--- src/rtl/awmc_pkg.sv ---
// Shared types for the washing-machine cycle sequencer:
// stage codes, program codes and rinse counts per program.
package awmc_pkg;

  typedef enum logic [2:0] {
    FILL  = 3'd0,
    WASH  = 3'd1,
    RINSE = 3'd2,
    SPIN  = 3'd3,
    STOP  = 3'd4,
    DRAIN = 3'd5,
    FAULT = 3'd6,
    IDLE  = 3'd7
  } stage_e;

  typedef enum logic [1:0] {
    PROG_QUICK  = 2'd0,
    PROG_NORMAL = 2'd1,
    PROG_HEAVY  = 2'd2
  } prog_e;

  localparam logic [1:0] RINSES_QUICK  = 2'd1;
  localparam logic [1:0] RINSES_NORMAL = 2'd2;
  localparam logic [1:0] RINSES_HEAVY  = 2'd3;

  // Code 3 is not a real program; it runs as normal.
  function automatic prog_e prog_decode(
    input logic [1:0] sel
  );
    case (sel)
      2'd0:    return PROG_QUICK;
      2'd2:    return PROG_HEAVY;
      default: return PROG_NORMAL;
    endcase
  endfunction

  function automatic logic [1:0] rinse_count(
    input prog_e p
  );
    case (p)
      PROG_QUICK: return RINSES_QUICK;
      PROG_HEAVY: return RINSES_HEAVY;
      default:    return RINSES_NORMAL;
    endcase
  endfunction

endpackage

--- src/rtl/stage_timer.sv ---
// Per-stage cycle counter with synchronous clear, enable
// and a terminal match against a caller-supplied limit.
module stage_timer #(
  parameter int CW = 5
) (
  input  logic          clk,
  input  logic          reset,
  input  logic          clear,
  input  logic          enable,
  input  logic [CW-1:0] limit,
  output logic          match
);

  logic [CW-1:0] count;

  always_ff @(posedge clk) begin
    if (reset) begin
      count <= '0;
    end else if (clear) begin
      count <= '0;
    end else if (enable) begin
      count <= count + CW'(1);
    end
  end

  assign match = (count == limit);

endmodule

--- src/rtl/wash_cycle_sequencer.sv ---
// Program-driven washer sequencer: FILL/WASH/DRAIN/RINSE/
// SPIN/STOP with sensor handshakes and timeout faults.
module wash_cycle_sequencer
  import awmc_pkg::*;
#(
  parameter int T_WASH_QUICK  = 6,
  parameter int T_WASH_NORMAL = 10,
  parameter int T_WASH_HEAVY  = 14,
  parameter int T_RINSE       = 4,
  parameter int T_SPIN        = 8,
  parameter int T_STOP        = 2,
  parameter int TIMEOUT       = 20,
  parameter int CW            = 5
) (
  input  logic       clk,
  input  logic       reset,
  input  logic       start,
  input  logic       pause,
  input  logic [1:0] program_sel,
  input  logic       door_closed,
  input  logic       level_full,
  input  logic       level_empty,
  output logic [2:0] stage,
  output logic       input_valve,
  output logic       output_drain,
  output logic       motor_en,
  output logic       door_lock,
  output logic       done,
  output logic       fault
);

  stage_e        stage_q, stage_d;
  prog_e         prog_q, prog_d;
  logic          phase_q, phase_d;
  logic [1:0]    rinse_q, rinse_d;
  logic          done_q, done_d;
  logic          seen_q, seen_d;

  logic          active;
  logic          hold;
  logic          door_trip;
  logic          t_clr;
  logic          match;
  logic [CW-1:0] limit;
  logic [CW-1:0] wash_lim;

  assign active    = (stage_q != IDLE) &&
                     (stage_q != FAULT);
  assign hold      = active && pause;
  assign door_trip = active && !door_closed &&
                     (stage_q != STOP);

  always_comb begin
    wash_lim = CW'(T_WASH_NORMAL - 1);
    case (prog_q)
      PROG_QUICK: wash_lim = CW'(T_WASH_QUICK - 1);
      PROG_HEAVY: wash_lim = CW'(T_WASH_HEAVY - 1);
      default:    wash_lim = CW'(T_WASH_NORMAL - 1);
    endcase
  end

  // Sensor waits share the timeout limit; timed stages
  // use their own duration.
  always_comb begin
    limit = CW'(TIMEOUT - 1);
    unique case (stage_q)
      WASH:  limit = wash_lim;
      RINSE: limit = phase_q ? CW'(T_RINSE - 1)
                             : CW'(TIMEOUT - 1);
      SPIN:  limit = CW'(T_SPIN - 1);
      STOP:  limit = CW'(T_STOP - 1);
      default: limit = CW'(TIMEOUT - 1);
    endcase
  end

  always_comb begin
    stage_d = stage_q;
    prog_d  = prog_q;
    phase_d = phase_q;
    rinse_d = rinse_q;
    done_d  = done_q;
    seen_d  = seen_q;
    if (door_trip) begin
      stage_d = FAULT;
    end else if (!hold) begin
      unique case (stage_q)
        IDLE: begin
          if (start && !pause && door_closed) begin
            stage_d = FILL;
            phase_d = 1'b0;
            prog_d  = prog_decode(program_sel);
            rinse_d = rinse_count(
                        prog_decode(program_sel));
            done_d  = 1'b0;
          end
        end
        FILL: begin
          if (level_full) stage_d = WASH;
          else if (match) stage_d = FAULT;
        end
        WASH: begin
          if (match) stage_d = DRAIN;
        end
        DRAIN: begin
          if (level_empty) begin
            stage_d = (rinse_q != 2'd0) ? RINSE : SPIN;
            phase_d = 1'b0;
          end else if (match) begin
            stage_d = FAULT;
          end
        end
        RINSE: begin
          if (!phase_q) begin
            if (level_full) phase_d = 1'b1;
            else if (match) stage_d = FAULT;
          end else if (match) begin
            rinse_d = rinse_q - 2'd1;
            phase_d = 1'b0;
            stage_d = DRAIN;
          end
        end
        SPIN: begin
          if (match) stage_d = STOP;
        end
        STOP: begin
          if (match) begin
            stage_d = IDLE;
            done_d  = 1'b1;
          end
        end
        FAULT: begin
          if (level_empty) seen_d = 1'b1;
        end
        default: stage_d = FAULT;
      endcase
    end
  end

  assign t_clr = !active ||
                 (stage_d != stage_q) ||
                 (phase_d != phase_q);

  stage_timer #(
    .CW(CW)
  ) u_timer (
    .clk    (clk),
    .reset  (reset),
    .clear  (t_clr),
    .enable (!hold),
    .limit  (limit),
    .match  (match)
  );

  always_ff @(posedge clk) begin
    if (reset) begin
      stage_q <= IDLE;
      prog_q  <= PROG_QUICK;
      phase_q <= 1'b0;
      rinse_q <= 2'd0;
      done_q  <= 1'b0;
      seen_q  <= 1'b0;
    end else begin
      stage_q <= stage_d;
      prog_q  <= prog_d;
      phase_q <= phase_d;
      rinse_q <= rinse_d;
      done_q  <= done_d;
      seen_q  <= seen_d;
    end
  end

  always_comb begin
    stage        = stage_q;
    input_valve  = 1'b0;
    output_drain = 1'b0;
    motor_en     = 1'b0;
    done         = done_q;
    fault        = (stage_q == FAULT);
    door_lock    = active ||
                   ((stage_q == FAULT) && !seen_q);
    if (!hold) begin
      unique case (stage_q)
        FILL:  input_valve = 1'b1;
        WASH:  motor_en = 1'b1;
        DRAIN: output_drain = 1'b1;
        RINSE: begin
          input_valve = !phase_q;
          motor_en    = phase_q;
        end
        SPIN: begin
          output_drain = 1'b1;
          motor_en     = 1'b1;
        end
        FAULT: output_drain = !seen_q;
        default: ;
      endcase
    end
  end

endmodule
--- config.mk ---
export PLATFORM = sky130hd
export DESIGN_NAME = wash_cycle_sequencer
export DESIGN_NICKNAME = d
export VERILOG_FILES = /design/src/rtl/awmc_pkg.sv /design/src/rtl/stage_timer.sv /design/src/rtl/wash_cycle_sequencer.sv
export SDC_FILE = /design/constraint.sdc
export NUM_CORES = 1
export LEC_CHECK = 0
export ABC_AREA = 1
export CAP_MARGIN = 25
export CORE_ASPECT_RATIO = 0.5
export CORE_MARGIN = 2
export CORE_UTILIZATION = 30
export CTS_CLUSTER_DIAMETER = 100
export CTS_CLUSTER_SIZE = 20
export DETAILED_ROUTE_END_ITERATION = 10
export PLACE_DENSITY_LB_ADDON = 0.3
export SKIP_CTS_REPAIR_TIMING = 1
export SLEW_MARGIN = 40
export SYNTH_ARGS = -nofsm -noshare
export SYNTH_HDL_FRONTEND = slang
export SYNTH_SLANG_ARGS = --single-unit
--- constraint.sdc ---
create_clock -name clk -period 2.3 [get_ports clk]
set_clock_uncertainty 0.15 [all_clocks]
set_input_delay 0.69 -clock clk [delete_from_list [all_inputs] [get_ports clk]]
set_output_delay 0.69 -clock clk [all_outputs]
set_load 0.05 [all_outputs]
# Word-level counts from Yosys, hierarchy flattened
# Index checks and enable logic that the tools add are counted.
totals:
  word_cells: 103
  reg_bits: 15
  latch_bits: 0
  mem_bits_rw: 0
  romBits: 0
  mem_count: 0
  inputBits: 9
op_classes:
  n_eq_ne: 20
  n_mux: 43
  n_reduce_logical: 29
  bitwise_logic: 2
  n_addsub: 2
  n_shift: 0
  div: 0
  mul: 0
  n_lt_le_gt_ge: 0
ops:
  columns: ["cell", "count"]
  rows:
  - ["$mux 3", 11]
  - ["$pmux 3 s7", 1]
  - ["$pmux 5 s4", 1]
  - ["$mux 2", 7]
  - ["$mux 1", 13]
  - ["$eq 3x3->1 const B", 4]
  - ["$pmux 2 s2", 3]
  - ["$ne 3x3->1 const B", 3]
  - ["$ne 2x2->1 const B", 4]
  - ["$pmux 1 s2", 4]
  - ["$pmux 4 s2", 1]
  - ["$reduce_and 4->1", 2]
  - ["$logic_and 1x1->1", 7]
  - ["$eq 2x2->1 const B", 3]
  - ["$eq 3x2->1 const B", 2]
  - ["$logic_not 2->1", 3]
  - ["$reduce_and 6->1", 1]
  - ["$reduce_bool 2->1", 3]
  - ["$reduce_or 2->1", 3]
  - ["$add 5x1->5 const B", 1]
  - ["$eq 5x5->1", 1]
  - ["$logic_not 1->1", 5]
  - ["$mux 5", 1]
  - ["$reduce_and 5->1", 1]
  - ["8 further kinds", 11]

# Depth between registers and ports, before layout
# Gate-level depths: netlist of run 1.
logic_depth:
  word_depth: 14
  depth_mapped: 17

# Cells and area by module
# A second synthesis of run 1 with hierarchy kept.
unflattened:
  hier_cells: 209
  hier_area_um2: 1233.7
by_module_without_submodules:
  columns: ["module", "area_per_inst_um2", "seq_area_each_um2", "n_inst", "cells_each"]
  rows:
  - ["wash_cycle_sequencer", 949.7, 200.2, 1, 163]
  - ["stage_timer", 284.0, 100.1, 1, 46]

# Least setup slack after synthesis of run 1
# Ideal clock, no wire load.
synth_timing:
  kind: "reg2out"
  startpoint: "register stage_q[2] (netlist: stage[2])"
  endpoint: "output output_drain"
  arrival_ns: 2.746
  required_ns: 1.460
  stages_incl_launch_ff: 6
  path_slack_ns: -1.286
  path_cell_list: "dfxtp_1 -> buf_6 -> nand2_2 -> nor2_1 -> nand2_1 -> a21oi_1"
synth_rtl:
  columns: ["item", "line_no", "text"]
  rows:
  - ["from (decl)", "wash_cycle_sequencer.sv:32", "stage_e stage_q, stage_d;"]
  - ["from (signal assigned)", "wash_cycle_sequencer.sv:163", "stage_q <= stage_d;"]
  - ["$eq 3x3->1", null, null]
  - ["named net fault", "wash_cycle_sequencer.sv:29", "output logic fault"]
  - ["$pmux 1 s2", "wash_cycle_sequencer.sv:182", "unique case (stage_q)"]
  - ["$mux 1", "wash_cycle_sequencer.sv:181", "if (!hold) begin"]
  - ["to (decl)", "wash_cycle_sequencer.sv:25", "output logic output_drain,"]
# The timed path passes the listed nets, and every way through them passes these cells.

# Worst setup path in the final report of run 1
layout_timing:
  startpoint: "register stage_q[1] (netlist: stage[1])"
  endpoint: "output motor_en"
layout_via:
  elab_chain_len: 4
layout_lines:
  columns: ["item", "line_no", "text"]
  rows:
  - ["$eq 3x2->1 (tied with other cells)", "wash_cycle_sequencer.sv:182", null]
  - ["$reduce_or 2->1 (no source line) / $logic_and 1x1->1 (equally long branches)", null, null]
  - ["$pmux 1 s2 / $logic_and 1x1->1 (equally long branches)", "wash_cycle_sequencer.sv:182, wash_cycle_sequencer.sv:49", null]
  - ["$mux 1 *", "wash_cycle_sequencer.sv:181", null]
  - ["to (decl)", "wash_cycle_sequencer.sv:26", "output logic motor_en,"]
# Mark *: on every way between the ends. The rest lies on a longest branch, timed or not.

==> impl_results.md, run 1 <==
- Status: complete, no violations
- CTS tree: built
- Global-route usage over all layers: 17.0%
- Met1 usage: 23.9%
- Yosys warns: 0
- Crit-path max FO: 5
- Final setup violation count: 0
- Reg2reg end: u_timer.count[2]
- DRT iter0 DRCs: 136
- Overflow after GRT: 0
- Sw frac: 51.1%
- Gate power share: 73.1%
- Number of remaining DRC errors: 0
- Vias per std cell: 4.92
- Root Buffer: clkbuf_8
- Met2 GRT Util: 25.4%
- Fin nets: 264
- Yosys top cell area share: 25.4%
- DRT Pass-1 Iters: 5
- Most numerous cell on the critical path: nor2_4
- Max-Cap Viols: 0
- GRT Max-Usage Layer: met2
- Req. time, crit path: 1.46 ns
- Cell count after synthesis: 196
- #FFs+latches synth: 15
- Slowest cell on crit path: dfxtp_4
- Worst Hold Class: reg2reg
- H-tree depth: 1
- TritonCTS Buffers: 3
- Pwr/cell area: 1210 mW/mm²
- Die Area: 0.00449 mm²
- First-pass GRT wire length: 5.95 mm
- Post-detail-place hpwl: 2.89 mm
- Area grow syn2layout: 68.4%
- Yosys cell types: 30
- Unrepaired setup endpoints after global routing: yes
- Routing usage on met3: 4.98%
- R2R setup slack: 0.08 ns
- Final WL: 4.04 mm
- Rel. slew slack: 82.2%
- Final Util: 51.9%
- RePlAce Congestion: 0.974
- Clock share of power: 9.6%
- Initial antenna violation count: 0
- Final Max Slew Viols: 0
- Die height: 48.4 µm
- Worst-Margin Slew: 0.266 ns
- R2r startpoint: stage[1]
- Port Buffers: 17
- Seq pwr share: 17.3%
- # rows: 16
- Crit share post-route: 99.6%
- Register area share after synthesis: 25.4%
- Chip width: 92.8 µm
- Critical path type: reg2out
- Mapped Area: 0.00118 mm²
- Placed inst area: 0.00166 mm²
- Clk slew on worst S/H paths: 0.07 ns
- Sequential Area: 313 µm²
- Worst Hold Depth: 2
- CP Launch Type: register
- Core ar.: 0.00384 mm²
- Syn Nets: 207
- Cell internal pwr: 0.00118 W
- Clk Latency, worst-skew pair: 0.26 ns
- Post-layout min period: 2.29 ns
- Fmax: 436 MHz
- Max clock buf depth: 2
- Layout cells sized above 1: 42.5%
- Area contributors post-synth: dfxtp_1 (25%), nand2_1 (14%), nand3_1 (8.9%), nor2_1 (8.9%), inv_1 (7.3%)
- Final setup TNS: 0 ns
- Largest net degree at the start of global routing: 11
- Area occupied by multi-input gates: 936 µm²
- # fillers: 358
- Initial Util: 30.8%
- Design Power: 0.00242 W
- Crit-path max cell delay: 0.40 ns
- WL per Instance: 13.2 µm
- VDD IR max: 340 µV
- Pleak: 0.849 nW
- Hold_sp: done
- DR vias: 1507
- Worst Hold End: done
- Worst-path cell chain: inv_6 -> nor2_4 -> inv_4 -> nor2_4 -> a21oi_2 -> nor2_4 -> buf_8
- Worst reg2reg path depth: 16
- Final-report hold violation count: 0
- Post-DRT Antenna Nets: 0
- Synthesized area per cell: 6.04 µm²
- Vias in the first global route: 1286
- Worst path arrival time: 1.45 ns
- Crit path capture type: output pin
- Final instance area: 0.00199 mm²
- Ant. Diodes: 0
- Critical Path Source: stage[1]
- Psw: 0.00124 W
- Io pins: 18
- # clock sinks: 15
- Synth area leader: dfxtp_1
-- critical path: cells and delay by family, from the launching register on --
kind,cells,cell delay [ns]
DFF,1,0.40
and+or+nand+nor,3,0.41
AOI/OAI and AO/OA,1,0.09
buffers and inverters,3,0.29
-- cells by family after synthesis --
logic type               share of synthesized area [%]
buffers and inverters                             11.3
adder cells (fa/ha/maj)                           2.11
XOR/XNOR                                          2.96
AND/OR/NAND/NOR                                   44.3
AO/OA/AOI/OAI                                     14.0
flip-flops                                        25.4
-- how the worst max path moves through the flow --
stage	slack, ns	endpoint
after floorplan	-0.07	output_drain
after global placement	-0.33	u_timer.count[2]
after detailed placement	-0.36	u_timer.count[2]
after CTS	-0.34	motor_en
after global routing	-0.04	motor_en
final	0.009	motor_en
-- placed cells by master (no fill, tap or decap), types with 6 or more instances in the layout --
cell              n
nand2_1          40
buf_4            36
inv_1            20
nor2_1           18
nand3_1          15
nor2_4           11
dfxtp_1          11
o21ai_0          10
nand2_2           7
nand3_2           7
a21oi_1           7
nor2_2            6
clkdlybuf4s50_1   6
buf_6             6
-- routing by layer --
metal,wire [µm],up-vias
met1,1820,695
met5,0,-
met4,68,0
met3,315,9
met2,1840,61
li1,-,742
-- per-stage QoR --
stage / cells / hold slack, ns / setup slack (ns)
floorplan: 196 / 0.283 / -0.0653
global placement: 291 / 0.293 / -0.331
detailed placement: 291 / 0.298 / -0.360
CTS: 295 / 0.314 / -0.337
global route: 306 / 0.352 / -0.0448
finish: 306 / 0.310 / 0.00891
-- synth_stat cells --
| cell | count |
|---|---|
| inv_1 | 23 |
| a21oi_1 | 11 |
| clkinv_1 | 1 |
| or2_2 | 1 |
| a31oi_1 | 1 |
| nand3_2 | 3 |
| nor3b_1 | 1 |
| ha_1 | 2 |
| a21boi_1 | 1 |
| nor3_1 | 1 |
| buf_4 | 1 |
| dfxtp_1 | 15 |
| o21ai_0 | 12 |
| xor2_1 | 4 |
| o21bai_1 | 1 |
| nor2_2 | 4 |
| nand4_1 | 3 |
| o21a_1 | 1 |
| inv_2 | 5 |
| nor2_4 | 3 |
| and2_1 | 1 |
| a211oi_1 | 1 |
| buf_6 | 1 |
| inv_4 | 1 |
| nand2_1 | 45 |
| o2111ai_1 | 1 |
| nand3_1 | 21 |
| o21ai_1 | 1 |
| nand2_2 | 2 |
| nor2_1 | 28 |
-- flip-flops by register name (all words and copies together), names as in the netlist --
name / count
phase_q: 1
done: 1
stage: 3
u_timer.count: 5
prog_q: 2
seen_q: 1
rinse_q: 2
-- area by class of cell --
type / instances / share of cell area [%]
tap: 54 / 3.39
clock buffer: 3 / 2.07
timing repair buffer: 54 / 25.0
multi-input combinational: 149 / 47.0
clock inverter: 1 / 0.314
sequential: 15 / 15.7
inverter: 30 / 6.59
-- power groups by stage --
stage	Clock, W	Sequential, W	Combinational, W
2_1_floorplan	0	0.000434	0.000866
3_3_place_gp	0	0.000402	0.00143
3_5_place_dp	0	0.000403	0.00143
4_1_cts	0.000244	0.000398	0.00144
5_1_grt	0.000255	0.000426	0.00188
6_report	0.000233	0.000418	0.00177
(Power assumes the default switching activity.)
==> run 2: changes to the inputs <==
- CORE_MARGIN: 2 -> 8
- SKIP_LAST_GASP: unset -> 1
==> impl_results.md, run 2 (synthesized netlist as in run 1, its figures left out) <==
- Area grow syn2layout: 61.7% (was 68.4%)
- Setup ws final: 0.00147 ns (was 0.00891 ns)
- Io pins: 18 (unchanged)
- Cell internal pwr: 0.00114 W (was 0.00118 W)
- Chip width: 105 µm (was 92.8 µm)
- Final WL: 4.05 mm (was 4.04 mm)
- Worst slack at placement: -0.361 ns (was -0.360 ns)
- Critical path type: reg2out (unchanged)
- Max clock buf depth: 2 (unchanged)
- Post-DRT Antenna Nets: 0 (unchanged)
- Post-layout min period: 2.30 ns (was 2.29 ns)
- Pleak: 0.828 nW (was 0.849 nW)
- WL per Instance: 13.3 µm (was 13.2 µm)
- Slowest cell on crit path: dfxtp_4 (unchanged)
- Post-detail-place hpwl: 3.03 mm (was 2.89 mm)
- Most flops, register: u_timer.count (unchanged)
- Gate power share: 72.9% (was 73.1%)
- DR vias: 1464 (was 1507)
- RePlAce Congestion: 0.938 (was 0.974)
- Final instance area: 0.00191 mm² (was 0.00199 mm²)
- Psw: 0.00121 W (was 0.00124 W)
- Crit-path max cell delay: 0.39 ns (was 0.40 ns)
- DRT Pass-1 Iters: 4 (was 5)
- Worst-path cell chain: inv_2 -> nor2_4 -> inv_2 -> nor2_4 -> a21oi_2 -> nor2_4 -> buf_6 (was inv_6 -> nor2_4 -> inv_4 -> nor2_4 -> a21oi_2 -> nor2_4 -> buf_8)
- # rows: 16 (unchanged)
- Crit-path max FO: 5 (unchanged)
- Layout cells sized above 1: 40.8% (was 42.5%)
- Number of remaining DRC errors: 0 (unchanged)
- Final Max Slew Viols: 0 (unchanged)
- First-pass GRT wire length: 6.35 mm (was 5.95 mm)
- Critical path's top delay family: flip-flops (was simple AND/OR/NAND/NOR gates)
- Max-Cap Viols: 0 (unchanged)
- Seq pwr share: 16.8% (was 17.3%)
- Fin nets: 262 (was 264)
- Placed inst area: 0.00166 mm² (about the same)
- Crit share post-route: 99.9% (was 99.6%)
- # clock sinks: 15 (unchanged)
- DRT iter0 DRCs: 135 (was 136)
- # fillers: 390 (was 358)
- Worst Hold Class: reg2reg (unchanged)
- Clk Latency, worst-skew pair: 0.26 ns (about the same)
- Clk slew on worst S/H paths: 0.08 ns (was 0.07 ns)
- Most numerous cell on the critical path: nor2_4 (unchanged)
- Req. time, crit path: 1.46 ns (about the same)
- Final-report hold violation count: 0 (unchanged)
- Worst Hold Depth: 2 (unchanged)
- Die Area: 0.00633 mm² (was 0.00449 mm²)
- Worst path arrival time: 1.46 ns (was 1.45 ns)
- Commonest cells after routing, fill and taps aside: nand2_1 (38), buf_4 (38), inv_1 (21) (was nand2_1 (40), buf_4 (36), inv_1 (20))
- Fmax: 435 MHz (was 436 MHz)
- Worst reg2reg path depth: 15 (was 16)
- Ant. Diodes: 0 (unchanged)
- Vias per std cell: 4.82 (was 4.92)
- Sw frac: 51.6% (was 51.1%)
- VDD IR max: 301 µV (was 340 µV)
- Rel. slew slack: 80.8% (was 82.2%)
- Status: complete, no violations (unchanged)
- Initial antenna violation count: 0 (unchanged)
- Crit path buffers/inverters: 3 (unchanged)
- Overflow after GRT: 0 (unchanged)
- Initial Util: 30.8% (unchanged)
- Crit path depth: 7 (unchanged)
- Clock share of power: 10.3% (was 9.6%)
- TritonCTS Buffers: 3 (unchanged)
- Pwr/cell area: 1230 mW/mm² (was 1210 mW/mm²)
- Unrepaired setup endpoints after global routing: yes (unchanged)
- Core ar.: 0.00384 mm² (unchanged)
- Root Buffer: clkbuf_8 (unchanged)
- Largest net degree at the start of global routing: 13 (was 11)
- Worst-Margin Slew: 0.288 ns (was 0.266 ns)
- Global-route usage over all layers: 12.5% (was 17.0%)
- Die height: 60.4 µm (was 48.4 µm)
- Final setup violation count: 0 (unchanged)
- Crit path capture type: output pin (unchanged)
- CP Launch Type: register (unchanged)
- H-tree depth: 1 (unchanged)
- Largest register FFs: 5 (unchanged)
- Port Buffers: 17 (unchanged)
- CTS tree: built (unchanged)
- Vias in the first global route: 1332 (was 1286)
run 2: cell count changes in the layout (fill, tap and decap cells not counted), sizes merged:
| cell | before | now |
|---|---|---|
| buf | 46 | 44 |
run 2: layout make-up:
cell class                      count  area [µm²]  area share [%]
Clock buffer                        3        41.3            2.16
Multi-Input combinational cell    149         911            47.6
Sequential cell                    15         309            16.1
Inverter                           30         124            6.47
Timing Repair Buffer               52         455            23.8
Clock inverter                      1        6.26           0.327
Tap cell                           54        67.6            3.53
run 2: through the flow:
stage | power [W] | instances | util (%) | hold WS [ns] | setup TNS (ns)
6_report | 0.00236 | 304 | 49.8 | 0.310 | 0
5_1_grt | 0.00252 | 304 | 49.8 | 0.343 | -0.327
4_1_cts | 0.00208 | 296 | 44.3 | 0.316 | -1.38
3_5_place_dp | 0.00183 | 292 | 43.1 | 0.305 | -2.80
3_3_place_gp | 0.00183 | 292 | 43.1 | 0.291 | -2.88
2_1_floorplan | 0.00130 | 196 | - | 0.283 | -0.0653
run 2: per-layer routing:
layer / wire (µm) / up-vias / track usage (%) / share of wire [%]
met5: 0 / - / 0 / 0
met1: 1880 / 685 / 16.0 / 46
li1: - / 741 / - / -
met2: 1920 / 34 / 20.8 / 47
met4: 31 / 0 / 3.41 / 0.76
met3: 219 / 4 / 2.97 / 5.4
run 2: power by group through the flow:
stage	clock (W)	combinational [W]	sequential (W)
global placement	0	0.00143	0.000395
floorplan	0	0.000866	0.000434
CTS	0.000246	0.00144	0.000390
finish	0.000242	0.00172	0.000396
global route	0.000260	0.00186	0.000402
detailed placement	0	0.00143	0.000396
run 2: path summary, 6_finish.rpt:
check             slack, ns                to       start
setup / recovery      0.001          motor_en    stage[1]
hold / removal         0.31        rinse_q[1]  rinse_q[1]
setup reg to reg       0.09  u_timer.count[1]    stage[1]
hold reg to reg        0.31        rinse_q[1]  rinse_q[1]
run 2: worst reg2reg max path: stages (launching register included):
cell and delay (ns):
dfxtp_4 0.39, inv_2 0.08, nor2_4 0.11, inv_2 0.11
nor2_4 0.17, buf_4 0.15, inv_2 0.06, a31oi_2 0.14
nand2_1 0.08, clkinv_1 0.07, nand3_2 0.09, nand3_2 0.09
nand3_2 0.08, nor2_4 0.14, nand3_4 0.12, nor2_2 0.12
==> run 3: changes to the inputs <==
- GPL_ROUTABILITY_DRIVEN: unset -> 0
==> impl_results.md, run 3 (synthesized netlist as in run 1, its figures left out) <==
- Setup ws final: -0.0115 ns (was 0.00147 ns)
- Crit-path max FO: 6 (was 5)
- Req. time, crit path: 1.46 ns (about the same)
- H-tree depth: 1 (unchanged)
- Sequential Area: 309 µm² (unchanged)
- Post-detail-place hpwl: 2.95 mm (was 3.03 mm)
- R2r startpoint: stage[1] (unchanged)
- TritonCTS Buffers: 3 (unchanged)
- Post-DRT Antenna Nets: 0 (unchanged)
- Final setup violation count: 1 (was 0)
- Worst-path cell chain: inv_6 -> nor2_4 -> inv_4 -> nor2_4 -> a21oi_2 -> nor2_4 -> buf_8 (was inv_2 -> nor2_4 -> inv_2 -> nor2_4 -> a21oi_2 -> nor2_4 -> buf_6)
- # clock sinks: 15 (unchanged)
- Largest net degree at the start of global routing: 13 (unchanged)
- CTS tree: built (unchanged)
- Vias in the first global route: 1296 (was 1332)
- Most numerous cell on the critical path: nor2_4 (unchanged)
- DRT Pass-1 Iters: 7 (was 4)
- Worst Hold End: rinse_q[1] (unchanged)
- Die height: 60.4 µm (unchanged)
- Worst path arrival time: 1.47 ns (was 1.46 ns)
- Status: complete, but fails checks (was complete, no violations)
- Largest register FFs: 5 (unchanged)
- Worst Hold Class: reg2reg (unchanged)
- Layout cells sized above 1: 42.7% (was 40.8%)
- Vias per std cell: 4.93 (was 4.82)
- Critical path's top delay family: simple AND/OR/NAND/NOR gates (was flip-flops)
- Most flops, register: u_timer.count (unchanged)
- Fmax: 433 MHz (was 435 MHz)
- Final WL: 4.24 mm (was 4.05 mm)
- Pleak: 0.866 nW (was 0.828 nW)
- Ant. Diodes: 0 (unchanged)
- Max-Cap Viols: 0 (unchanged)
- First-pass GRT wire length: 6.01 mm (was 6.35 mm)
- Worst-Margin Slew: 0.283 ns (was 0.288 ns)
- Worst Hold Depth: 2 (unchanged)
- Worst reg2reg path depth: 16 (was 15)
- Placed inst area: 0.00163 mm² (was 0.00166 mm²)
- Port Buffers: 17 (unchanged)
- Area grow syn2layout: 69.8% (was 61.7%)
- Failing checks: setup timing
- Clk Latency, worst-skew pair: 0.26 ns (about the same)
- Die Area: 0.00633 mm² (unchanged)
- Initial antenna violation count: 0 (unchanged)
- Overflow after GRT: 0 (unchanged)
- Hold_sp: rinse_q[1] (unchanged)
- Slowest cell on crit path: dfxtp_4 (unchanged)
- VDD IR max: 298 µV (was 301 µV)
- Unrepaired setup endpoints after global routing: yes (unchanged)
- DR vias: 1522 (was 1464)
- Pwr/cell area: 1240 mW/mm² (was 1230 mW/mm²)
- Number of remaining DRC errors: 0 (unchanged)
- Clk slew on worst S/H paths: 0.07 ns (was 0.08 ns)
- Fin nets: 267 (was 262)
- Crit path buffers/inverters: 3 (unchanged)
- WL per Instance: 13.7 µm (was 13.3 µm)
- Reg2reg end: u_timer.count[0] (was u_timer.count[1])
- Final-report hold violation count: 0 (unchanged)
- Chip width: 105 µm (unchanged)
- Final Max Slew Viols: 0 (unchanged)
- Commonest cells after routing, fill and taps aside: buf_4 (40), nand2_1 (36), nor2_1 (21) (was nand2_1 (38), buf_4 (38), inv_1 (21))
- Post-layout min period: 2.31 ns (was 2.30 ns)
- Crit path capture type: output pin (unchanged)
- Critical path type: reg2out (unchanged)
- # fillers: 370 (was 390)
- Rel. slew slack: 81.1% (was 80.8%)
- Root Buffer: clkbuf_8 (unchanged)
- Initial Util: 30.8% (unchanged)
- Area occupied by multi-input gates: 943 µm² (was 911 µm²)
- Crit share post-route: 101% (was 99.9%)
- DRT iter0 DRCs: 135 (unchanged)
- Design Power: 0.00249 W (was 0.00236 W)
- Final instance area: 0.00201 mm² (was 0.00191 mm²)
- Core ar.: 0.00384 mm² (unchanged)
- Max clock buf depth: 2 (unchanged)
- R2R setup slack: 0.08 ns (was 0.09 ns)
- Crit-path max cell delay: 0.41 ns (was 0.39 ns)
- Most common cell after layout, fill and taps aside: buf_4
- Io pins: 18 (unchanged)
- Global-route usage over all layers: 11.9% (was 12.5%)
- # rows: 16 (unchanged)
- CP Launch Type: register (unchanged)
run 3: changes by cell type in the layout (fill, tap and decap cells not counted), moves of 2 or more:
cell and change:
buf_4 +2, buf_6 +2, nand2_1 -2, nand2_2 +2, nor2_1 +3, nor2_2 -5, nor2_4 +2
run 3: tightest hold or removal path, cell delays in order, from the launching register on:
cell and delay (ns):
dfxtp_1 0.30, inv_1 0.06, a21oi_1 0.05
run 3: layer usage:
metal | track usage (%) | wire length (µm) | part of all wire, %
met5 | 0 | 0 | 0
met3 | 2.75 | 333 | 7.8
met1 | 14.9 | 1860 | 44
met2 | 19.8 | 1980 | 47
met4 | 4.62 | 70 | 1.6
run 3: final cells by class:
cell class / count / share of cell area, %
multi-input combinational: 149 / 46.9
timing repair buffer: 57 / 25.4
sequential: 15 / 15.4
inverter: 30 / 6.54
tap: 54 / 3.36
clock buffer: 3 / 2.05
clock inverter: 1 / 0.311
run 3: worst max-delay path by stage:
stage / to / slack, ns / startpoint / cells past startpoint
floorplan: output_drain / -0.07 / stage[2] / 5
global placement: motor_en / -0.34 / pause / 6
detailed placement: motor_en / -0.35 / pause / 6
CTS: motor_en / -0.35 / pause / 6
global route: u_timer.count[0] / -0.07 / level_full / 13
finish: motor_en / -0.01 / stage[1] / 7
run 3: power breakdown:
part	total, W	leakage (nW)	switching (W)	internal [W]
Clock	0.000236	0.0260	0.000113	0.000123
Sequential	0.000407	0.122	0.0000875	0.000320
Combinational	0.00184	0.718	0.00108	0.000766
Total	0.00249	0.866	0.00128	0.00121
run 3: stage by stage:
step | setup WS [ns] | TNS [ns] | instances | hold WS [ns] | utilization (%)
final | -0.0115 | -0.0115 | 309 | 0.313 | 52.3
after global routing | -0.0663 | -0.341 | 309 | 0.338 | 52.3
after CTS | -0.353 | -1.33 | 292 | 0.315 | 43.6
after detailed placement | -0.345 | -2.76 | 288 | 0.301 | 42.3
after global placement | -0.341 | -2.72 | 288 | 0.291 | 42.3
after floorplan | -0.0653 | -0.0653 | 196 | 0.283 | -
